[config.mk]
export PLATFORM = sky130hd
export DESIGN_NAME = debug_ctrl
export DESIGN_NICKNAME = d
export VERILOG_FILES = /design/src/rtl/debug_ctrl.sv
export SDC_FILE = /design/constraint.sdc
export NUM_CORES = 1
export LEC_CHECK = 0
export ABC_AREA = 1
export CAP_MARGIN = 20
export CELL_PAD_IN_SITES_DETAIL_PLACEMENT = 0
export CELL_PAD_IN_SITES_GLOBAL_PLACEMENT = 2
export CORE_MARGIN = 2
export CORE_UTILIZATION = 33
export CTS_CLUSTER_SIZE = 12
export DETAILED_ROUTE_END_ITERATION = 8
export PLACE_DENSITY = 0.8
export SYNTH_ARGS = -nofsm -noshare
export SYNTH_HDL_FRONTEND = slang
export SYNTH_SLANG_ARGS = --single-unit
[constraint.sdc]
create_clock -name clk -period 2.1 [get_ports clk]
set_input_delay 0.21 -clock clk [delete_from_list [all_inputs] [get_ports clk]]
set_output_delay 0.21 -clock clk [all_outputs]
set_load 0.02 [all_outputs]
[src/rtl/debug_ctrl.sv]
// Debug-mode controller: synchronizes step/resume buttons and sequences CPU pause/finish_debug.
// Optional button debouncing is enabled by defining DEBUG_DEBOUNCE_EN.
module debug_ctrl #(
    parameter int unsigned DEBOUNCE_CYCLES = 1000000,
    parameter int unsigned STEP_TIMEOUT    = 4
) (
    input  logic        clk,
    input  logic        reset,
    input  logic        halted,
    input  logic        btn_step,
    input  logic        btn_resume,
    output logic        pause,
    output logic        finish_debug,
    output logic        in_debug,
    output logic [15:0] step_count
);

    typedef enum logic [2:0] {
        IDLE,
        HALTED,
        STEP,
        STEP_WAIT,
        RESUME,
        RESUME_WAIT
    } state_t;

    localparam int unsigned TW = (STEP_TIMEOUT > 1) ? $clog2(STEP_TIMEOUT + 1) : 1;
    localparam logic [TW-1:0] TIMEOUT_LAST = TW'(STEP_TIMEOUT - 1);

    state_t        state, state_next;
    logic [TW-1:0] timer;
    logic [1:0]    btn_raw, sync1, sync2, level, level_q, btn_edge;

    // bit 0 = step, bit 1 = resume
    assign btn_raw = {btn_resume, btn_step};

    always_ff @(posedge clk or posedge reset) begin
        if (reset) begin
            sync1 <= '0;
            sync2 <= '0;
        end else begin
            sync1 <= btn_raw;
            sync2 <= sync1;
        end
    end

`ifdef DEBUG_DEBOUNCE_EN
    localparam int unsigned DCW = (DEBOUNCE_CYCLES > 1) ? $clog2(DEBOUNCE_CYCLES) : 1;
    localparam logic [DCW-1:0] DEB_LAST = DCW'(DEBOUNCE_CYCLES - 1);

    logic [DCW-1:0] deb_cnt [2];
    logic [1:0]     deb_level;

    // Accepted level flips only after DEBOUNCE_CYCLES consecutive disagreeing samples.
    always_ff @(posedge clk or posedge reset) begin
        if (reset) begin
            deb_level <= '0;
            for (int unsigned i = 0; i < 2; i++) deb_cnt[i] <= '0;
        end else begin
            for (int unsigned i = 0; i < 2; i++) begin
                if (sync2[i] != deb_level[i]) begin
                    if (deb_cnt[i] == DEB_LAST) begin
                        deb_level[i] <= sync2[i];
                        deb_cnt[i]   <= '0;
                    end else begin
                        deb_cnt[i] <= deb_cnt[i] + 1'b1;
                    end
                end else begin
                    deb_cnt[i] <= '0;
                end
            end
        end
    end

    assign level = deb_level;
`else
    assign level = sync2;
`endif

    always_ff @(posedge clk or posedge reset) begin
        if (reset) level_q <= '0;
        else       level_q <= level;
    end

    assign btn_edge = level & ~level_q;

    always_ff @(posedge clk or posedge reset) begin
        if (reset) begin
            state      <= IDLE;
            timer      <= '0;
            step_count <= '0;
        end else begin
            state <= state_next;
            if (state == STEP_WAIT && !halted) timer <= timer + 1'b1;
            else                               timer <= '0;
            if (state == IDLE && halted)
                step_count <= '0;
            else if (state_next == STEP && state == HALTED && step_count != '1)
                step_count <= step_count + 16'd1;
        end
    end

    always_comb begin
        state_next = state;
        unique case (state)
            IDLE:        if (halted) state_next = HALTED;
            HALTED: begin
                // Resume takes priority; a coincident step edge is dropped.
                if (btn_edge[1])      state_next = RESUME;
                else if (btn_edge[0]) state_next = STEP;
            end
            STEP:        state_next = STEP_WAIT;
            STEP_WAIT: begin
                if (halted)                     state_next = HALTED;
                else if (timer == TIMEOUT_LAST) state_next = IDLE;
            end
            RESUME:      state_next = RESUME_WAIT;
            RESUME_WAIT: if (!halted) state_next = IDLE;
            default:     state_next = IDLE;
        endcase
    end

    assign pause        = (state != STEP);
    assign finish_debug = (state == RESUME);
    assign in_debug     = (state != IDLE);

endmodule

==> summary.txt <==
Vias in the first global route = 1348
Hold Violations, Final = 0
Slew HR = 0.6381
Worst Hold Class = in -> async
Primary FF master, synth = dfrtp_1
Peak Freq = 0.5508 GHz
Max cap viols = 0
WL/cell = 12.93 um
Number of detailed-route iterations in the first pass = 4
CTS clock-pin slew for the worst setup and hold paths = 100 ps
VDD IR max = 0.4750 mV
Cts repair resizes = 0
Antenna violation net count after detailed routing = 0
Io pins = 24
Placed insts = 283
Syn nets = 215
DR vias = 1413
Die Ht = 73.75 um
Pwr dens = 1294 nW/um2
Syn Area/Cell = 7.755 um2
CTS tree = yes
Area of the multi-input gates = 773.2 um2
Post-synth EDFFs = 0
Status = finished clean
Hpwl dp = 2.620 mm
Core area = 4692 um2
Final GP Congestion = 0.7486
Finished Layout Cells = 287
Arrival time worst endpoint = 1610 ps
RSZ-0062 raised after global routing = false
Die Area = 5438 um2
Element type at the critical path start = flip-flop
Gr ovfl total = 0
Filler Cell Count = 475
Post-CTS setup buffer count = 0
PnR Total Power = 2.542 mW
FF-to-FF path depth = 8
Detailed-route wire length = 3.711 mm
Final setup viols = 0
Critical-path maximum fanout = 6
Clock latency on the worst-skew pair = 280 ps
P&R area growth vs syn = 22.37%
H-Tree Level Count = 1
Post-Synthesis Cells = 207
Final TNS setup = 0 ps
Leakage = 0.8874 nW
Clk_skew = 3.962 ps
Cts bufs inserted = 3
Critical Path RT = 1890 ps
Clock root buffer = clkbuf_8
Row Count = 25
DR iter-0 viols = 78
Distinct cells, synth = 27
I/O Buffers = 23
Drt drc = 0
Initial antenna violation count = 0
Reg2reg end = step_count[14]
CTS Hold Bufs = 0
Register Area = 700.7 um2
Share of flip-flops with an asynchronous set or reset = 1.000
Reg-to-Reg Start = step_count[0]
Slew @ Worst Pin = 541.6 ps
CTS Buffer Depth = 2
Worst R2R Setup Slack = 300 ps
Initial cell density of the core = 0.3421
Clock sink total = 28
Ys Warns = 0
Nets = 242
Crit path capture type = primary output
Pins Over Slew Limit = 0
Antenna diodes = 0
Crit path time final = 1816 ps
Die X = 73.75 um
Final Cycle Share = 0.8646
Layout cells sized above 1 = 0.1459
DR vias/cell = 4.923
First-pass GRT wire length = 6.361 mm
Crit path kind = reg -> out
Largest net degree at the start of global routing = 29
Sequential-to-total area share from yosys stat = 0.4365
Gr usage total = 0.1543
Yosys reg bits = 28
Final hold slack = 287.9 ps
Post-Syn Area = 1605 um2
## how the worst max path moves through the flow
stage	start	endpoint	slack, ps	cells past startpoint
after floorplan	step_count[0]	step_count[6]	540	10
after global placement	step_count[0]	step_count[10]	430	8
after detailed placement	step_count[0]	step_count[14]	320	8
after CTS	state[2]	pause	280	5
after global routing	state[2]	pause	140	5
final	state[2]	pause	280	5
## sequential cells by signal, indices dropped and copies added, names as in the netlist
signal and cells:
timer 3, level_q 2, level 2, sync1 2, state 3, step_count 16
## synth_stat cells (3+ instances only)
cell	instances	area [um2]
nand2_1	58	217.7
nand3_1	32	160.2
dfrtp_1	28	700.7
inv_1	21	78.83
nor2_1	21	78.83
nand3_2	10	100.1
nand2_2	4	25.02
nor2_2	4	25.02
ha_1	3	37.54
inv_2	3	11.26
nand4_1	3	18.77
## stage by stage
stage	cell area, um2	worst slack, ps	utilization
floorplan	1605	538.2	-
global placement	1893	426.9	0.4035
detailed placement	1893	322.7	0.4035
CTS	1964	279.5	0.4187
global route	1964	144.5	0.4187
finish	1964	284.3	0.4187
## cell usage in the layout (no fill, tap or decap), types with 2 or more instances in the layout
| cell | netlist | routed |
|---|---|---|
| buf_4 | 0 | 3 |
| clkbuf_8 | 0 | 3 |
| clkdlybuf4s50_1 | 0 | 23 |
| dfrtp_1 | 28 | 28 |
| ha_1 | 3 | 3 |
| inv_1 | 21 | 21 |
| inv_2 | 3 | 3 |
| nand2_1 | 58 | 58 |
| nand2_2 | 4 | 4 |
| nand3_1 | 32 | 32 |
| nand3_2 | 10 | 10 |
| nand4_1 | 3 | 3 |
| nor2_1 | 21 | 21 |
| nor2_2 | 4 | 4 |
| o21bai_1 | 2 | 2 |
| or2_2 | 2 | 2 |
## report_power, final
group          leakage, nW  total (mW)  switching, mW  internal (mW)
registers            0.367       0.964          0.255          0.709
clock network       0.0357       0.434          0.178          0.256
logic                0.485        1.14          0.656          0.489
## critical path, stage by stage, from the launching register on
cell and delay [ps]:
dfrtp_1 380, inv_2 110, nand2_1 100, nor2_1 130, inv_1 70, clkdlybuf4s50_1 540
## layer usage
metal / track usage / vias to the layer above / routed length, um
met5: 0 / - / 0
met4: 0.06061 / 0 / 61
met3: 0.02058 / 5 / 122
met2: 0.2321 / 30 / 1702
met1: 0.2238 / 664 / 1824
li1: - / 714 / -
## logic make-up after synthesis
family                   Yosys count  synth area share
adder cells (fa/ha/maj)            3           0.02339
flip-flops                        28            0.4365
XOR/XNOR                           1          0.005457
buffers and inverters             30           0.08184
AND/OR/NAND/NOR                  138            0.4224
AO/OA/AOI/OAI                      7           0.03039
## final cells by class
class | instances | share of cell area
clock inverters | 1 | 0.01529
well taps | 54 | 0.03439
flip-flops and latches | 28 | 0.3567
inverters | 26 | 0.05032
multi-input cells | 149 | 0.3936
clock buffers | 3 | 0.02102
repair buffers | 26 | 0.1287
Power figures use the tool's default switching activity.
